## src/rtl/conv_layer_sched.sv

```systemverilog
// conv_layer_sched: walks layer descriptors in SRAM and sequences conv engine start/finish with a watchdog
module conv_layer_sched #(
  parameter int DESC_AW = 8,
  parameter int NUM_ENG = 2,
  parameter int TIMEOUT_W = 20
) (
  input  logic               clk,
  input  logic               rst,
  input  logic               go,
  input  logic [DESC_AW-1:0] base_addr,
  input  logic [4:0]         num_layers,
  output logic               desc_cs,
  output logic [DESC_AW-1:0] desc_addr,
  input  logic [31:0]        desc_rdata,
  output logic [NUM_ENG-1:0] eng_start,
  output logic [31:0]        eng_w8,
  input  logic [NUM_ENG-1:0] eng_finish,
  output logic               busy,
  output logic               done,
  output logic               err,
  output logic [4:0]         layer_idx
);
  typedef enum logic [3:0] {IDLE, RD0, RD1, CAP, START, WAIT, NEXT, FIN, ERR} state_t;
  state_t state, state_nxt;
  logic [DESC_AW-1:0] ptr;
  logic [4:0] num_l, layer_inc;
  logic [1:0] id;
  logic [TIMEOUT_W-1:0] wd, wd_inc;
  logic [NUM_ENG-1:0] sel;
  logic bad_id;
  assign layer_inc = layer_idx + 5'd1;
  assign wd_inc = wd + 1'b1;
  assign sel = NUM_ENG'(1) << id;
  assign bad_id = {30'd0, desc_rdata[1:0]} >= 32'(NUM_ENG);
  always_ff @(posedge clk) begin
    if (rst) begin
      state <= IDLE;
      ptr <= '0;
      num_l <= '0;
      layer_idx <= '0;
      id <= '0;
      eng_w8 <= '0;
      wd <= '0;
      err <= 1'b0;
    end else begin
      state <= state_nxt;
      if (state == IDLE && go) begin
        ptr <= base_addr;
        num_l <= num_layers;
        layer_idx <= '0;
        err <= 1'b0;
      end
      if (state == RD1) id <= desc_rdata[1:0];
      if (state == CAP) eng_w8 <= desc_rdata;
      wd <= (state == WAIT) ? wd_inc : '0;
      if (state == NEXT) begin
        ptr <= ptr + DESC_AW'(2);
        layer_idx <= layer_inc;
      end
      if (state == ERR) err <= 1'b1;
    end
  end
  always_comb begin
    state_nxt = state;
    case (state)
      IDLE:    if (go) state_nxt = (num_layers == 5'd0) ? FIN : RD0;
      RD0:     state_nxt = RD1;
      RD1:     state_nxt = bad_id ? ERR : CAP;
      CAP:     state_nxt = START;
      START:   state_nxt = WAIT;
      // a finish coinciding with the final watchdog count still counts as success
      WAIT:    state_nxt = |(eng_finish & sel) ? NEXT : (&wd_inc ? ERR : WAIT);
      NEXT:    state_nxt = (layer_inc == num_l) ? FIN : RD0;
      default: state_nxt = IDLE;
    endcase
  end
  assign desc_cs = (state == RD0) || (state == RD1);
  assign desc_addr = (state == RD0) ? ptr : (state == RD1) ? ptr + DESC_AW'(1) : '0;
  assign eng_start = (state == START) ? sel : '0;
  assign busy = state != IDLE;
  assign done = state == FIN;
endmodule

```

## config.mk

```make
export PLATFORM = sky130hd
export DESIGN_NAME = conv_layer_sched
export DESIGN_NICKNAME = d
export VERILOG_FILES = /design/src/rtl/conv_layer_sched.sv
export SDC_FILE = /design/constraint.sdc
export NUM_CORES = 1
export LEC_CHECK = 0
export BUFFER_PORTS_ARGS = -buffer_cell sky130_fd_sc_hd__buf_2
export CORE_MARGIN = 5
export CORE_UTILIZATION = 56
export DETAILED_ROUTE_END_ITERATION = 16
export HOLD_SLACK_MARGIN = 0.03
export PLACE_DENSITY = 0.85
export RECOVER_POWER = 25
export SYNTH_ARGS = -nofsm -noshare
export SYNTH_HDL_FRONTEND = slang
export SYNTH_SLANG_ARGS = --single-unit
```

## constraint.sdc

```tcl
create_clock -name clk -period 3.4 [get_ports clk]
set_input_delay 0.68 -clock clk [delete_from_list [all_inputs] [get_ports clk]]
set_output_delay 0.68 -clock clk [all_outputs]
set_load 0.01 [all_outputs]
```

==> results of run 1 <==
## flip-flops by register name, summed over array words and instances (netlist names)
name,count
eng_w8,32
err,1
id,2
layer_idx,5
num_l,5
ptr,8
state,4
wd,20
## layer usage
metal | routed length, um | vias to the layer above
met5 | 0 | -
met4 | 130 | 0
met3 | 651 | 15
met2 | 4900 | 123
met1 | 3730 | 1702
li1 | - | 1812
## final timing paths
path	endpoint	slack [ns]	from	cells after the start
max	desc_addr[6]	0.43	state[0]$_SDFFE_PP0P_	6
min	eng_w8[17]$_SDFFE_PP0P_	0.46	eng_w8[17]$_SDFFE_PP0P_	2
max reg2reg	state[2]$_SDFFE_PP0P_	0.94	wd[7]$_SDFF_PP0_	6
min reg2reg	eng_w8[17]$_SDFFE_PP0P_	0.46	eng_w8[17]$_SDFFE_PP0P_	2
## per-stage QoR
stage | power (mW) | area [um^2]
after floorplan | 1.10 | 3610
after global placement | 1.17 | 4150
after detailed placement | 1.18 | 4150
after CTS | 1.86 | 4350
after global routing | 1.94 | 4310
final | 1.85 | 4310
## worst max-delay path, delay by kind of cell (launching register included)
kind	cells	cell delay [ns]
AO/OA/AOI/OAI	2	0.22
flip-flops	1	0.50
AND/OR/NAND/NOR	3	1.11
buffers and inverters	1	0.13
## cell usage after synthesis (all sizes together), types with 5 or more instances
cell | number | share of area [%]
a21oi | 58 | 8.0
and3 | 8 | 1.4
clkbuf | 25 | 2.6
dfxtp | 77 | 43
ha | 5 | 1.7
inv | 5 | 0.52
nand2 | 104 | 11
nand2b | 10 | 1.7
nand3 | 18 | 2.6
nand4 | 9 | 1.7
nor2 | 42 | 4.4
nor3 | 12 | 1.7
o21ai | 19 | 2.6
or3 | 5 | 0.87
xnor2 | 7 | 1.7
xor2 | 14 | 3.4
## kinds of logic after synthesis
family / share of synthesized area [%]
AOI/OAI and AO/OA: 18.7
xor gates and xnor gates: 5.09
adders and majority gates: 1.73
buffers and inverters: 3.12
DFF: 42.7
muxes: 0.277
and+or+nand+nor: 28.4
## power by group through the flow
| stage | clock network [mW] | registers [mW] | logic (mW) |
|---|---|---|---|
| after floorplan | 0 | 0.969 | 0.129 |
| after global placement | 0 | 0.978 | 0.192 |
| after detailed placement | 0 | 0.980 | 0.196 |
| after CTS | 0.708 | 0.959 | 0.198 |
| after global routing | 0.758 | 0.964 | 0.221 |
| final | 0.696 | 0.960 | 0.197 |
## placed cells by master (no fill, tap or decap), drive strengths merged, types with 6 or more instances in the layout
master    n
buf      73
nor2     42
nand3    18
xnor2     7
xor2     14
and3      8
o21ai    19
a21oi    58
nor3     12
inv       6
nand4     9
clkbuf   42
nand2   104
dfxtp    77
nand2b   10
## final cells by class
cell class                      instances  area (um^2)  share of cell area [%]
Inverter                                5         18.8                   0.436
Tap cell                               77         96.3                    2.24
Timing Repair Buffer                  104          492                    11.4
Sequential cell                        77         1540                    35.8
Clock buffer                           11          141                    3.28
Clock inverter                          4         56.3                    1.31
Multi-Input combinational cell        362         1960                    45.5
==> impl_summary.log, run 1 <==
[metrics] initial antenna violation count: 0
[metrics] worst hold slack across all endpoints: 0.457 ns
[metrics] met2 Resource Use GR: about two fifths
[metrics] Chip Height: between 90 and 100 um
[metrics] worst slew margin relative to its limit: about two fifths
[metrics] Clock Power Share: 37.6%
[metrics] setup total negative slack: 0 ns
[metrics] fraction of layout instances using a drive strength above 1: 16.7%
[metrics] Psw: 0.486 mW
[metrics] sum of overflow across all layers after global routing: 0
[metrics] outcome: completed
[metrics] areal power density over the cells: 430 mW/mm^2
[metrics] 1st-pass router iterations: 8
[metrics] pin count of the biggest net entering global routing: 46
[metrics] synthesized area per cell: 7.70 um^2
[metrics] number of vias after detailed routing: 3652
[metrics] Max IR drop VDD: ~0.32 mV
[metrics] share of the core filled with cells in the final layout: ~68%
[metrics] post-synthesis sequential element count: 77
[metrics] fraction of power consumed by combinational cells: a little over a tenth
[metrics] number of input and output port buffers inserted: 100
[metrics] switching share of total power: a little over a quarter
[metrics] number of vias per cell: 5.71
[metrics] count of final setup violators: 0
[metrics] predominant post-synthesis flop cell: dfxtp_1
[metrics] Arrival @ worst endpoint: 2.29 ns
[metrics] cell-internal power: 1.37 mW
[metrics] Cell Count Post-Placement: between 600 and 700
[metrics] total number of nets in the final design: 614
[metrics] kind of end point of the critical path: output pin
[metrics] # rows: 29
[metrics] delay of the slowest critical-path stage: 0.68 ns
[metrics] Top Usage Layer GRT: met2
[metrics] critical path's slowest cell: nor3_1
[metrics] pre-CTS setup slack: between 0.8 and 0.9 ns
[metrics] Initial Util: 57.2%
[metrics] CTS Hold Buffers Added: 0
[metrics] weighted congestion at the end of routability-driven global placement: 0.895
[metrics] DIE WIDTH: 90.3 um
[metrics] routed length per placed instance: 14.7 um
[metrics] remaining design rule violation count: 0
[metrics] Max Fclk: 0.337 GHz
[metrics] Synth Cell Area: 0.00361 mm^2
[metrics] worst-skew pair later-pin latency: 0.34 ns
[metrics] max-cap violations: 0
[metrics] Slew Limit Fails: 0
[metrics] Post-CTS Repair Setup Buffers: 0
[metrics] sequential cell fraction of total power: between 50% and 60%
[metrics] proportion of synthesized chip area in sequential cells: a little over two fifths
[metrics] Die ar.: 0.00816 mm^2
[metrics] number of inserted filler cells in the final layout: 564
[metrics] startpoint class of the critical path: flip-flop
[metrics] area added between synthesis and finish: 19.2%
[metrics] crit path max fanout: 11
[metrics] Num Clock Sinks: 77
[metrics] clock root buffer master: clkbuf_8
[metrics] Final Worst Setup Slack: between 0.4 and 0.5 ns
[metrics] CTS resizes: 0
[metrics] met1 usage: 25.4%
[metrics] number of CTS-inserted buffers: 9
[metrics] CTS tree: yes
[metrics] clock-pin slew on the worst setup and hold paths: 0.08 ns
[metrics] worst-case clock skew: between 0.008 and 0.009 ns
[metrics] global-route wire length before repair: 15200 um
[metrics] total detailed-routing wirelength: about 9400 um
[metrics] share of synthesized flip-flops with an asynchronous set or reset: 0%
[metrics] RSZ-0062 raised after global routing: no
[metrics] EDFF count, synth: 0
[metrics] static leakage: roughly 1.6 nW
[metrics] antenna diode count: 0
[metrics] worst setup path class: flip-flop to output pin
[metrics] number of different library cells in the post-synthesis netlist: 50
[metrics] number of levels in the clock H-tree: 3
[metrics] share of the clock period used by the worst path: a little under 90%
[metrics] core region area: 0.00631 mm^2
[metrics] remaining number of nets flagged by the antenna check after routing: 0
[metrics] net count after synthesis: 524
[metrics] 1st-iter DRT viols: 185
[metrics] Hold Crit Class: flip-flop to flip-flop
[metrics] Post-Syn Instances: 469
[metrics] total number of yosys warnings: 0
[metrics] actual transition at the worst max-transition pin: 0.877 ns
[metrics] maximum clock insertion buffer count: 2
[metrics] Crit path required time: approximately 2.7 ns
[metrics] number of I/O pins: roughly 100
[metrics] total routing resource utilization after global routing: 22.0%
[metrics] final period demand of the worst path: 2.97 ns
[metrics] hold violation total from the final report: 0
[metrics] HPWL reported at the end of detailed placement: 6840 um
[metrics] cells traversed along the worst timing path: nand2b_1 > nor3_1 > or4_1 > a21oi_1 > a21o_1 > buf_2
[metrics] met3 Resource Use GR: 5.75%
[metrics] via count of the first global-routing pass: 3309
[metrics] count of non-filler cells in the finished layout: 640
(Power assumes the default switching activity.)
==> run 2: changes to the inputs <==
Settings changed: BUFFER_PORTS_ARGS -buffer_cell sky130_fd_sc_hd__buf_2 to default, CORE_UTILIZATION 56 to 65, DONT_BUFFER_PORTS from default to 1, PLACE_DENSITY 0.85 to 0.81, REMOVE_ABC_BUFFERS from default to 1.
==> impl_summary.log, run 2 (synthesized netlist as in run 1, its figures left out) <==
[metrics] crit path max fanout: 10
[metrics] # rows: 27
[metrics] clock-pin slew on the worst setup and hold paths: around 0.08 ns
[metrics] 1st-iter DRT viols: 210
[metrics] CTS tree: yes
[metrics] HPWL reported at the end of detailed placement: 6030 um
[metrics] total number of nets in the final design: 516
[metrics] Hold Crit Class: input port to flip-flop
[metrics] clock root buffer master: clkbuf_8
[metrics] count of final setup violators: 0
[metrics] RSZ-0062 raised after global routing: no
[metrics] max-cap violations: 0
[metrics] Max IR drop VDD: 0.424 mV
[metrics] worst-case clock skew: 0.0147 ns
[metrics] DIE WIDTH: around 85 um
[metrics] number of CTS-inserted buffers: 9
[metrics] startpoint class of the critical path: flip-flop
[metrics] static leakage: 1.29 nW
[metrics] remaining number of nets flagged by the antenna check after routing: 0
[metrics] Psw: about 0.46 mW
[metrics] global-route wire length before repair: 13800 um
[metrics] hold violation total from the final report: 0
[metrics] Initial Util: about 66%
[metrics] pre-CTS setup slack: 0.994 ns
[metrics] actual transition at the worst max-transition pin: ~0.74 ns
[metrics] CTS Hold Buffers Added: 0
[metrics] number of vias after detailed routing: 3265
[metrics] Chip Height: 84.5 um
[metrics] Final Worst Setup Slack: ~0.6 ns
[metrics] count of non-filler cells in the finished layout: 538
[metrics] max reg flops: 32
[metrics] total detailed-routing wirelength: 8430 um
[metrics] most frequent standard cell in the layout excluding fill and tap cells: nand2_1
[metrics] number of levels in the clock H-tree: 3
[metrics] commonest non-fill, non-tap cells in the layout: nand2_1 (104), dfxtp_1 (77), a21oi_1 (58)
[metrics] Clock Power Share: 40.3%
[metrics] setup total negative slack: 0 ns
[metrics] share of the core filled with cells in the final layout: between 70% and 80%
[metrics] Crit path required time: 2.72 ns
[metrics] Cell Count Post-Placement: 522
[metrics] Max Fclk: 0.358 GHz
[metrics] cell-internal power: 1.40 mW
[metrics] worst hold slack across all endpoints: 0.394 ns
[metrics] core region area: 0.00544 mm^2
[metrics] worst slew margin relative to its limit: 49.8%
[metrics] Num Clock Sinks: 77
[metrics] largest registers ranked by flip-flop count: eng_w8 (32), wd (20), ptr (8)
[metrics] worst setup path class: flip-flop to output pin
[metrics] 1st-pass router iterations: 5
[metrics] switching share of total power: 24.8%
[metrics] worst-skew pair later-pin latency: ~0.34 ns
[metrics] CTS resizes: 0
[metrics] register with the highest flop count: eng_w8
[metrics] fraction of layout instances using a drive strength above 1: 6.22%
[metrics] final period demand of the worst path: roughly 2.8 ns
[metrics] instance area after placement: 0.00366 mm^2
[metrics] total routing resource utilization after global routing: 23.4%
[metrics] share of the clock period used by the worst path: 82.2%
[metrics] Die ar.: roughly 0.0071 mm^2
[metrics] Post-CTS Repair Setup Buffers: 0
[metrics] weighted congestion at the end of routability-driven global placement: 0.872
[metrics] Slew Limit Fails: 0
[metrics] antenna diode count: 0
[metrics] maximum clock insertion buffer count: 2
[metrics] remaining design rule violation count: 0
[metrics] areal power density over the cells: 479 mW/mm^2
[metrics] overall power consumption: between 1.5 and 2 mW
[metrics] outcome: completed
[metrics] initial antenna violation count: 0
[metrics] Arrival @ worst endpoint: 2.11 ns
[metrics] kind of end point of the critical path: output pin
[metrics] sum of overflow across all layers after global routing: 0
[metrics] number of input and output port buffers inserted: 0
[metrics] number of vias per cell: about 6.1
[metrics] routed length per placed instance: 15.7 um
[metrics] sequential cell fraction of total power: 51.9%
[metrics] fraction of power consumed by combinational cells: around 7.8%
[metrics] area added between synthesis and finish: 7.34%
[metrics] number of I/O pins: between 100 and 150
[metrics] final instance area: 0.00388 mm^2
[metrics] via count of the first global-routing pass: approximately 3000
[metrics] pin count of the biggest net entering global routing: 56
-- run 2: cell count changes in the layout (fill, tap and decap cells not counted), sizes merged --
| cell | change |
|---|---|
| buf | -67 |
| clkbuf | -33 |
| clkinvlp | +2 |
| bufinv | +1 |
-- run 2: power by group through the flow --
stage	combinational [mW]	clock, mW	sequential, mW
after global placement	0.142	0	0.983
after global routing	0.164	0.807	0.969
final	0.145	0.747	0.964
after CTS	0.145	0.764	0.963
after detailed placement	0.145	0	0.984
after floorplan	0.108	0	0.976
-- run 2: layout make-up --
class | count | area (um^2)
Clock inverter | 7 | 97.6
Inverter | 5 | 18.8
Fill cell | 465 | 1560
Sequential cell | 77 | 1540
Tap cell | 72 | 90.1
Timing Repair Buffer | 6 | 45.0
Clock buffer | 9 | 124
Multi-Input combinational cell | 362 | 1960
-- run 2: worst max-delay path, cell delays in order, from the launching register on --
cell	delay, ns
dfxtp_1	0.48
nand2b_1	0.26
nor3_1	0.07
buf_4	0.18
or4_1	0.49
a21oi_1	0.14
a21o_1	0.15
-- run 2: final timing paths --
kind	start	endpoint	depth (start not counted)	slack, ns
max	state[3]$_SDFFE_PP0P_	desc_addr[6]	6	0.61
max reg2reg	wd[8]$_SDFF_PP0_	state[2]$_SDFFE_PP0P_	6	1.01
min	rst	eng_w8[17]$_SDFFE_PP0P_	1	0.39
min reg2reg	num_l[1]$_SDFFE_PP0P_	num_l[1]$_SDFFE_PP0P_	2	0.47
-- run 2: per-layer routing --
layer / track usage, % / wire length (um) / vias up
li1: - / - / 1619
met1: 27.6 / 3340 / 1521
met2: 40.0 / 4320 / 113
met3: 7.26 / 613 / 12
met4: 8.49 / 149 / 0
met5: 0 / 0 / -
